**src/rtl/regfile_pkg.sv**
```systemverilog
// Shared defaults for the register-file scoreboard and the address-width helper.
// Contents: default DATA_W / NUM_REGS / NRD / NWR values and addr_w_f(),
// a ceil(log2(n)) used to derive the (non-overridable) ADDR_W everywhere.
package regfile_pkg;

    localparam int unsigned DATA_W_DEF   = 32;
    localparam int unsigned NUM_REGS_DEF = 32;
    localparam int unsigned NRD_DEF      = 2;
    localparam int unsigned NWR_DEF      = 2;

    // ceil(log2(n)); n is a power of two for NUM_REGS so this is exact
    function automatic int unsigned addr_w_f(input int unsigned n);
        int unsigned w;
        w = 0;
        for (int unsigned i = 0; i < 32; i++) begin
            if ((64'(1) << i) < 64'(n)) begin
                w = i + 1;
            end
        end
        return w;
    endfunction

endpackage

```
**src/rtl/regfile_scoreboard_if.sv**
```systemverilog
// Bus bundle between the issue/execute pipeline and the register-file scoreboard.
// master: drives rd_addr, wr_en/wr_addr/wr_data, alloc_en/alloc_addr;
//         receives rd_data, rd_busy (combinational), busy_vec, err_unalloc (registered).
// slave:  the scoreboard side, directions reversed.
interface regfile_scoreboard_if
    import regfile_pkg::*;
#(
    parameter int unsigned DATA_W   = DATA_W_DEF,
    parameter int unsigned NUM_REGS = NUM_REGS_DEF,
    parameter int unsigned NRD      = NRD_DEF,
    parameter int unsigned NWR      = NWR_DEF
);
    localparam int unsigned ADDR_W = addr_w_f(NUM_REGS);

    logic [NRD*ADDR_W-1:0] rd_addr;
    logic [NRD*DATA_W-1:0] rd_data;
    logic [NRD-1:0]        rd_busy;
    logic [NWR-1:0]        wr_en;
    logic [NWR*ADDR_W-1:0] wr_addr;
    logic [NWR*DATA_W-1:0] wr_data;
    logic                  alloc_en;
    logic [ADDR_W-1:0]     alloc_addr;
    logic [NUM_REGS-1:0]   busy_vec;
    logic                  err_unalloc;

    modport master (
        output rd_addr, wr_en, wr_addr, wr_data, alloc_en, alloc_addr,
        input  rd_data, rd_busy, busy_vec, err_unalloc
    );

    modport slave (
        input  rd_addr, wr_en, wr_addr, wr_data, alloc_en, alloc_addr,
        output rd_data, rd_busy, busy_vec, err_unalloc
    );

endinterface

```
**src/rtl/rf_write_resolve.sv**
```systemverilog
// Finds which write port (if any) targets match_addr_i; highest-index port wins.
// Ports: match_addr_i  address to test
//        wr_en_i/wr_addr_i/wr_data_i  packed write ports
//        hit_o   combinational: some enabled port targets match_addr_i
//        data_o  combinational: data of the winning port (0 when no hit)
module rf_write_resolve #(
    parameter int unsigned DATA_W = 32,
    parameter int unsigned ADDR_W = 5,
    parameter int unsigned NWR    = 2
) (
    input  logic [ADDR_W-1:0]     match_addr_i,
    input  logic [NWR-1:0]        wr_en_i,
    input  logic [NWR*ADDR_W-1:0] wr_addr_i,
    input  logic [NWR*DATA_W-1:0] wr_data_i,
    output logic                  hit_o,
    output logic [DATA_W-1:0]     data_o
);

    // ascending scan: later (higher-index) matches overwrite earlier ones
    always_comb begin
        hit_o  = 1'b0;
        data_o = '0;
        for (int unsigned j = 0; j < NWR; j++) begin
            if (wr_en_i[j] && (wr_addr_i[j*ADDR_W +: ADDR_W] == match_addr_i)) begin
                hit_o  = 1'b1;
                data_o = wr_data_i[j*DATA_W +: DATA_W];
            end
        end
    end

endmodule

```
**src/rtl/regfile_scoreboard.sv**
```systemverilog
// Multi-ported flop register file with a pending-producer scoreboard.
// Ports: clk  rising-edge clock
//        rst  asynchronous active-low reset
//        bus  slave side of regfile_scoreboard_if:
//             rd_addr -> rd_data / rd_busy (zero latency, same-cycle write bypass)
//             wr_*     commit at the edge, clear the busy bit
//             alloc_*  set the busy bit at the edge
//             busy_vec registered pending bits, err_unalloc sticky write-without-alloc flag
// Register 0 is hardwired to zero and never pending.
module regfile_scoreboard
    import regfile_pkg::*;
#(
    parameter int unsigned DATA_W   = DATA_W_DEF,
    parameter int unsigned NUM_REGS = NUM_REGS_DEF,
    parameter int unsigned NRD      = NRD_DEF,
    parameter int unsigned NWR      = NWR_DEF
) (
    input logic                 clk,
    input logic                 rst,
    regfile_scoreboard_if.slave bus
);

    localparam int unsigned ADDR_W = addr_w_f(NUM_REGS);

    logic [DATA_W-1:0]   regs_q [NUM_REGS];
    logic [DATA_W-1:0]   regs_d [NUM_REGS];
    logic [NUM_REGS-1:0] busy_q;
    logic [NUM_REGS-1:0] busy_d;
    logic                err_q;
    logic                err_d;

    logic [NUM_REGS-1:1] wr_hit;
    logic [DATA_W-1:0]   wr_val [1:NUM_REGS-1];
    logic [NUM_REGS-1:1] err_set;

    // per-register next state; register 0 stays constant zero
    for (genvar r = 0; r < NUM_REGS; r++) begin : g_reg
        if (r == 0) begin : g_zero
            assign regs_d[0] = '0;
            assign busy_d[0] = 1'b0;
        end else begin : g_arch
            logic alloc_hit;

            rf_write_resolve #(
                .DATA_W (DATA_W),
                .ADDR_W (ADDR_W),
                .NWR    (NWR)
            ) u_wr_resolve (
                .match_addr_i (ADDR_W'(r)),
                .wr_en_i      (bus.wr_en),
                .wr_addr_i    (bus.wr_addr),
                .wr_data_i    (bus.wr_data),
                .hit_o        (wr_hit[r]),
                .data_o       (wr_val[r])
            );

            assign alloc_hit  = bus.alloc_en && (bus.alloc_addr == ADDR_W'(r));
            assign regs_d[r]  = wr_hit[r] ? wr_val[r] : regs_q[r];
            // a same-cycle alloc is a newer producer than the retiring write
            assign busy_d[r]  = alloc_hit || (busy_q[r] && !wr_hit[r]);
            // judged on the pre-edge busy bit, so a racing alloc does not mask it
            assign err_set[r] = wr_hit[r] && !busy_q[r];
        end
    end

    assign err_d = err_q || (|err_set);

    // state: storage, pending bits, sticky error
    always_ff @(posedge clk or negedge rst) begin
        if (!rst) begin
            regs_q <= '{default: '0};
            busy_q <= '0;
            err_q  <= 1'b0;
        end else begin
            regs_q <= regs_d;
            busy_q <= busy_d;
            err_q  <= err_d;
        end
    end

    logic [NRD*DATA_W-1:0] rd_data_c;
    logic [NRD-1:0]        rd_busy_c;

    // read ports: bypass from same-cycle writes, forced to zero in reset
    for (genvar k = 0; k < NRD; k++) begin : g_rd
        logic [ADDR_W-1:0] rd_a;
        logic              rd_hit;
        logic [DATA_W-1:0] rd_byp;
        logic              rd_live;

        assign rd_a    = bus.rd_addr[k*ADDR_W +: ADDR_W];
        assign rd_live = rst && (rd_a != '0);

        rf_write_resolve #(
            .DATA_W (DATA_W),
            .ADDR_W (ADDR_W),
            .NWR    (NWR)
        ) u_rd_resolve (
            .match_addr_i (rd_a),
            .wr_en_i      (bus.wr_en),
            .wr_addr_i    (bus.wr_addr),
            .wr_data_i    (bus.wr_data),
            .hit_o        (rd_hit),
            .data_o       (rd_byp)
        );

        assign rd_data_c[k*DATA_W +: DATA_W] = !rd_live ? '0 :
                                               (rd_hit ? rd_byp : regs_q[rd_a]);
        assign rd_busy_c[k] = rd_live && busy_q[rd_a] && !rd_hit;
    end

    assign bus.rd_data     = rd_data_c;
    assign bus.rd_busy     = rd_busy_c;
    assign bus.busy_vec    = busy_q;
    assign bus.err_unalloc = err_q;

endmodule
```
**src/flat_wrapper.sv**
```systemverilog
// flat-port wrapper written by rule: the top's interface ports become plain ports
module regfile_scoreboard_flat import regfile_pkg::*;
#(
    parameter int unsigned DATA_W   = DATA_W_DEF,
    parameter int unsigned NUM_REGS = NUM_REGS_DEF,
    parameter int unsigned NRD      = NRD_DEF,
    parameter int unsigned NWR      = NWR_DEF
)
  (clk, rst, bus_rd_addr, bus_wr_en, bus_wr_addr, bus_wr_data, bus_alloc_en, bus_alloc_addr, bus_rd_data, bus_rd_busy, bus_busy_vec, bus_err_unalloc);
  regfile_scoreboard_if #(.DATA_W(DATA_W), .NUM_REGS(NUM_REGS), .NRD(NRD), .NWR(NWR)) bus_i ();
  input logic clk;
  input logic rst;
  input wire logic [$bits(bus_i.rd_addr)-1:0] bus_rd_addr;
  input wire logic [$bits(bus_i.wr_en)-1:0] bus_wr_en;
  input wire logic [$bits(bus_i.wr_addr)-1:0] bus_wr_addr;
  input wire logic [$bits(bus_i.wr_data)-1:0] bus_wr_data;
  input wire logic [$bits(bus_i.alloc_en)-1:0] bus_alloc_en;
  input wire logic [$bits(bus_i.alloc_addr)-1:0] bus_alloc_addr;
  output wire logic [$bits(bus_i.rd_data)-1:0] bus_rd_data;
  output wire logic [$bits(bus_i.rd_busy)-1:0] bus_rd_busy;
  output wire logic [$bits(bus_i.busy_vec)-1:0] bus_busy_vec;
  output wire logic [$bits(bus_i.err_unalloc)-1:0] bus_err_unalloc;
  assign bus_i.rd_addr = bus_rd_addr;
  assign bus_i.wr_en = bus_wr_en;
  assign bus_i.wr_addr = bus_wr_addr;
  assign bus_i.wr_data = bus_wr_data;
  assign bus_i.alloc_en = bus_alloc_en;
  assign bus_i.alloc_addr = bus_alloc_addr;
  assign bus_rd_data = bus_i.rd_data;
  assign bus_rd_busy = bus_i.rd_busy;
  assign bus_busy_vec = bus_i.busy_vec;
  assign bus_err_unalloc = bus_i.err_unalloc;
  regfile_scoreboard #(.DATA_W(DATA_W), .NUM_REGS(NUM_REGS), .NRD(NRD), .NWR(NWR)) u_core (.clk(clk), .rst(rst), .bus(bus_i));
endmodule
```
**config.mk**
```make
export PLATFORM = sky130hd
export DESIGN_NAME = regfile_scoreboard_flat
export DESIGN_NICKNAME = d
export VERILOG_FILES = /design/src/rtl/regfile_pkg.sv /design/src/rtl/regfile_scoreboard_if.sv /design/src/rtl/rf_write_resolve.sv /design/src/rtl/regfile_scoreboard.sv /design/src/flat_wrapper.sv
export SDC_FILE = /design/constraint.sdc
export NUM_CORES = 2
export LEC_CHECK = 0
export CAP_MARGIN = 10
export CORE_ASPECT_RATIO = 1.2
export CORE_MARGIN = 2
export CORE_UTILIZATION = 50
export DETAILED_ROUTE_END_ITERATION = 10
export HOLD_SLACK_MARGIN = 0.15
export PLACE_DENSITY = 0.69
export REMOVE_ABC_BUFFERS = 1
export SLEW_MARGIN = 20
export SYNTH_ARGS = -nofsm -noshare
export SYNTH_HDL_FRONTEND = slang
export SYNTH_HIERARCHICAL = 1
export SYNTH_SLANG_ARGS = --single-unit
```
**constraint.sdc**
```tcl
create_clock -name clk -period 4.69 [get_ports clk]
set_input_delay 1.407 -clock clk [delete_from_list [all_inputs] [get_ports clk]]
set_output_delay 1.407 -clock clk [all_outputs]
set_load 0.02 [all_outputs]
```
* After elaboration in Yosys (flattened, before gate mapping) *
Cells that the tools add are included.

operators by class
  $lt $le $gt $ge = 4
  eq/ne operators = 97
  mux-type cells = 146
  bitwise gates (word level) = 2
  reductions and logical operators = 264

operators by type and width
  kind                  number
  $mux W32              74
  $bmux W32 S5          2
  $eq A5 B5 Y1 const B  48
  $logic_and A1 B1 Y1   165
  $eq A5 B4 Y1 const B  24
  $mux W1               68
  $logic_not A1 Y1      64
  $eq A5 B3 Y1 const B  12
  $logic_or A1 B1 Y1    32
  $reduce_or A31 Y1     1
  $eq A5 B2 Y1 const B  6
  $eq A5 B5 Y1          4
  $eq A5 B1 Y1 const B  3
  $ge A6 B6 Y1 const B  2
  $lt A5 B6 Y1 const B  2
  $not A5 Y6            2
  $bmux W1 S5           2
  $reduce_bool A5 Y1    2

word-level totals
  bits in registers = 1,024
  input bits = 94
  output and inout port bits = 99
  word-level logic and storage cells = 546

* Depth between registers and ports, before layout *
  word-level depth = 7
  depth in mapped cells = 12
  depth with buffers taken out = 9

* Modules after synthesis *
Netlist, hierarchy kept.

by module, submodules not included
  module              instances  cells each  area an instance (um^2)  sequential area each (um^2)
  regfile_scoreboard  1          3,632       54,962.7                 25,624.6
  rf_write_resolve    33         89          885.8                    0.0

* Least setup slack after synthesis *
Ideal clock, no wire load.

  path kind = input port to output port
  from = input bus_rd_addr[0]
  to = output bus_rd_busy[0]
  arrival = 3.845 ns
  required time = 3.283 ns
  path slack = -0.562 ns
  stages = 8
  path buffers = 4
  path through = buf_2 buf_6 buf_6 buf_6 mux4_2 o21ai_0 a21oi_1 a2111oi_0

on the way
  cells in the longest elaborated chain, start to end = 6
  elaborated cells on any way between the ends = 13
  classes of those cells = eq/ne: 2; mux: 4; reduce/logical: 7

RTL lines
  what                                                 line                       RTL
  start: declaration                                   flat_wrapper.sv:13         input wire logic [$bits(bus_i.rd_addr)-1:0] bus_rd_addr;
  branches (longest 5 deep; another with $bmux W1 S5)  --
  $logic_and A1 B1 Y1 (*)                              regfile_scoreboard.sv:109  assign rd_busy_c[k] = rd_live && busy_q[rd_a] && !rd_hit;
  end: declaration                                     flat_wrapper.sv:20         output wire logic [$bits(bus_i.rd_busy)-1:0] bus_rd_busy;

Every way passes the cells marked *. The select of a mux whose other input is x is not followed.

* Worst setup path after layout *
  from = input bus_rd_addr[1]
  to = output bus_rd_data[19]

on the way
  cells in the longest elaborated chain, start to end = 6
  elaborated cells on any way between the ends = 16
  classes of those cells = eq/ne: 2; mux: 9; bitwise: 1; reduce/logical: 4

RTL lines
  what                                                                 line                                               RTL
  $not A5 Y6 (implied by the code) or $eq A5 B5 Y1 (tied branches)     regfile_scoreboard.sv:108, rf_write_resolve.sv:24
  $bmux W32 S5 or $logic_and A1 B1 Y1 (tied branches)                  regfile_scoreboard.sv:108, rf_write_resolve.sv:24
  $mux W32 (implied by the code) (tied with other cells) (2 in a row)  regfile_scoreboard.sv:108                          (rd_hit ? rd_byp : regs_q[rd_a]);
  $mux W32                                                             regfile_scoreboard.sv:108
  $mux W32 (*)                                                         regfile_scoreboard.sv:107                          assign rd_data_c[k*DATA_W +: DATA_W] = !rd_live ? '0 :
  end: declaration                                                     flat_wrapper.sv:19                                 output wire logic [$bits(bus_i.rd_data)-1:0] bus_rd_data;

Every way passes the cells marked *; elsewhere a longest branch is shown, timed or not. The select of a mux whose other input is x is not followed.

==> summary.txt <==
Synthesis
  • Number of warning messages in the yosys log: 6
  • Top cell type by total area after synthesis: dfrtp_1
  • Cells taking the most area after synthesis: dfrtp_1, mux2_4, mux2_2
  • Synth top area share: slightly above 30%
  • Post-synthesis cell count: 6569
  • Synthesized area per cell: 12.8 µm²
  • Number of different library cells in the post-synthesis netlist: 50
  • Mapped Area: around 84000 µm²
  • Fraction of registers with async set/reset: 100%
  • Seq/Total Area, Yosys: 30.4%
  • Primary FF master, synth: dfrtp_1
  • FF+latch count, synth: 1024
  • Number of synthesized flops with an enable pin: 0

Global routing
  • GR met3 Demand/Resource: between 15 and 20%
  • Met1 Use GR: 54.3%
  • First-pass GRT wire length: 554000 µm
  • Number of antenna violations at the first check in global routing: 38
  • Via count of the first global-routing pass: roughly 71000
  • Highest-utilization routing layer at the global route stage: met2
  • Global routing usage on met2: 64.6%
  • Aggregate global-route resource usage: about 46%
  • Pin count of the biggest net entering global routing: 168
  • Remaining global-route overflow: 0

Power
  • Clock Power Share: a little under two fifths
  • Net switching fraction of the power: 33.4%
  • Post-layout total power: 25.9 mW
  • Net Sw Power: 8.65 mW
  • Share of power burned in combinational logic: 25.4%
  • Share of total power in sequential cells: between 30 and 40%
  • Internal power of the cells: 17.3 mW
  • Power density cells: 253 nW/µm²
  • Peak supply drop: 338 µV
  • Static leakage: 49.8 nW

Critical path
  • Crit path kind: input pin to primary output
  • Worst stage delay on the critical path: 460 ps
  • Critical Path Start Type: input pin
  • Kind of end point of the critical path: primary output
  • Number of buffers and inverters on the critical path: 5
  • Critical Path AT: 4000 ps
  • CP dominant cell by count: buf_4
  • Crit path max-delay cell type: a211oi_4
  • Crit-path leading delay family: buffers and inverters
  • Data required, critical path: 3280 ps
  • Critical path peak fanout: 12
  • Critical path cell sequence: buf_8, buf_4, buf_4, mux4_2, nor2b_1, a211oi_4, a211oi_1, buf_4, a221o_1, buf_6

Cells and area
  • Leading cell type in the layout, fill and taps excluded: mux2_2
  • Leading cell types in the layout, fill and taps excluded: mux2_2, and3_1, dfrtp_1, mux2_4, buf_4
  • Area of the multi-input gates: 56700 µm²
  • Reg area: 25600 µm²
  • Final-stage net count: ~7600
  • Post-Route Utilization: 60.9%
  • Area growth syn-to-layout: 21.5%
  • Share of post-route cells with drive strength above 1: between 50% and 60%
  • Number of filler cells placed in the layout: 12900

Clocking
  • TritonCTS clock tree: yes
  • # clock sinks: about 1000
  • Clock slew seen by the registers of the worst setup and hold paths: 60 ps
  • Number of levels the H-tree was split into: 3
  • Source-to-sink clock delay at the later pin of the worst-skew pair: between 800 and 900 ps
  • Clock tree root driver cell: clkbuf_16
  • TritonCTS buffer count: 114
  • Hold bufs inserted after CTS: 0
  • Number of buffers between clock root and the deepest sink: 3

Placement
  • DP Worst Slack: -1320 ps
  • IO Port Bufs: 191
  • Final Wtd Congestion: around 1.0
  • Total half-perimeter wirelength after legalization and detailed placement: between 200000 and 300000 µm

Drt
  • Residual DRC: 0
  • DRT Wirelength: 405000 µm
  • Routed len/inst: 41.0 µm
  • Drt pass-1 iters: 9
  • Count of routing violations after the opening detailed-route iteration: 12000
  • Post-DRT Antenna Nets: 0
  • Vias after detailed routing: 73000
  • Mean number of vias per cell: 7.39

STA
  • Final worst-path setup slack: -715 ps
  • Portion of the clock cycle consumed by the worst path in the final layout: 115%
  • Minimum clock period: 5400 ps
  • Setup violation total in the final timing report: 66
  • Unrepaired setup endpoints after global routing: yes
  • Number of max-slew violations in the final report: 0
  • Highest achievable clock rate: 185 MHz
  • Worst Clk Skew: between 20 and 30 ps
  • Post-route setup TNS: -29510 ps
  • Number of hold-slack violations in the final timing report: 0
  • Actual slew at the worst max-slew pin: 1230 ps
  • Worst slew margin: between 10% and 20%

Die
  • Die extent in y: 454 µm
  • Site row count: 165
  • Std-Cell Core Area: about 170000 µm²
  • Initial cell density of the core: 50.2%
  • Overall die width: 379 µm
  • Number of ports placed on the die boundary: around 190
  • Die outline area: 172000 µm²

Flow run
  • Max-capacitance violation count: 0

Status
  • Failing checks: negative setup slack
  • Run status: finished, violations left

Worst hold path
  • Class of the most critical hold timing path: input pin to asynchronous set/reset pin
[Yosys cell counts, drive strengths merged, types with 22 or more instances]
library cell  number
a211oi            25
a21o              35
a21oi             25
a221o             27
a22o              36
a22oi             47
a32oi             22
and3            1098
and4              34
buf              249
clkbuf           416
dfrtp           1024
inv               55
mux2            2146
mux2i            114
mux4             475
nand2             77
nand3             31
nor2              52
nor4              34
o21ai             35
o221ai            28
o22ai             47
xnor2            132
xor2             198
[layout make-up]
class / count / share of cell area (%)
antenna: 43 / 0.105
clock buffer: 166 / 3.32
clock inverter: 48 / 0.471
inverter: 56 / 0.217
multi-input combinational: 5133 / 55.4
sequential: 1024 / 25.1
tap: 2254 / 2.76
timing repair buffer: 1153 / 12.7
[repair_timing]
action	CTS	global route
setup buffers	151	103
pin swaps	91	86
gates cloned	20	8
resized for setup	635	207
setup endpoints to repair	66	66
[cell families after synthesis]
kind of cell / after synthesis / synth area share, %
AOI/OAI and AO/OA: 384 / 3.47
xor gates and xnor gates: 330 / 3.43
buffers and inverters: 721 / 5.65
DFF: 1024 / 30.4
muxes: 2735 / 47.0
other: 2 / 0.00892
and+or+nand+nor: 1373 / 9.98
[power by group through the flow]
| stage | sequential (mW) | clock, mW | combinational [mW] |
|---|---|---|---|
| 2_1_floorplan | 9.79 | 0 | 2.29 |
| 3_3_place_gp | 9.78 | 0 | 5.61 |
| 3_5_place_dp | 9.81 | 0 | 5.68 |
| 4_1_cts | 9.65 | 9.58 | 6.09 |
| 5_1_grt | 9.71 | 9.96 | 6.59 |
| 6_report | 9.68 | 9.66 | 6.58 |
[state kept, by name (all words and copies together), names as in the netlist]
signal / cells
u_core/bus.err_unalloc: 1
u_core/regs_q: 992
u_core/bus.busy_vec: 31
[final timing paths]
kind | startpoint | end | slack (ps) | depth (start not counted)
min | rst | u_core/regs_q[662]$_DFFE_PN0P_ | 410 | 1
max in group asynchronous | rst | u_core/regs_q[105]$_DFFE_PN0P_ | 1630 | 5
max | bus_rd_addr[1] | bus_rd_data[19] | -710 | 10
min reg2reg | u_core/regs_q[702]$_DFFE_PN0P_ | u_core/regs_q[702]$_DFFE_PN0P_ | 530 | 1
max reg2reg | u_core/bus.busy_vec[9]$_DFF_PN0_ | u_core/bus.err_unalloc$_DFF_PN0_ | 2970 | 5
min in group clk | u_core/regs_q[702]$_DFFE_PN0P_ | u_core/regs_q[702]$_DFFE_PN0P_ | 530 | 1
[metrics by stage]
| stage | cell area (µm²) | cells | hold slack, ps |
|---|---|---|---|
| finish | 102000 | 9877 | 413 |
| global route | 102000 | 9841 | 415 |
| CTS | 101000 | 9751 | 434 |
| detailed placement | 93000 | 9391 | 512 |
| global placement | 93000 | 9391 | 503 |
| floorplan | 80800 | 6213 | 492 |
[worst reg2reg max path, cell delays in order (launching register included)]
cell and delay, ps:
dfrtp_1 430, inv_1 110, a22o_1 200, a221o_1 290
a2111oi_0 410, nand4_1 140
[per-layer routing]
metal | part of all wire, % | wire (µm)
met5 | 0.062 | 250
met3 | 14 | 58600
met4 | 11 | 46400
met2 | 41 | 166000
met1 | 33 | 134000
(Power assumes the default switching activity.)
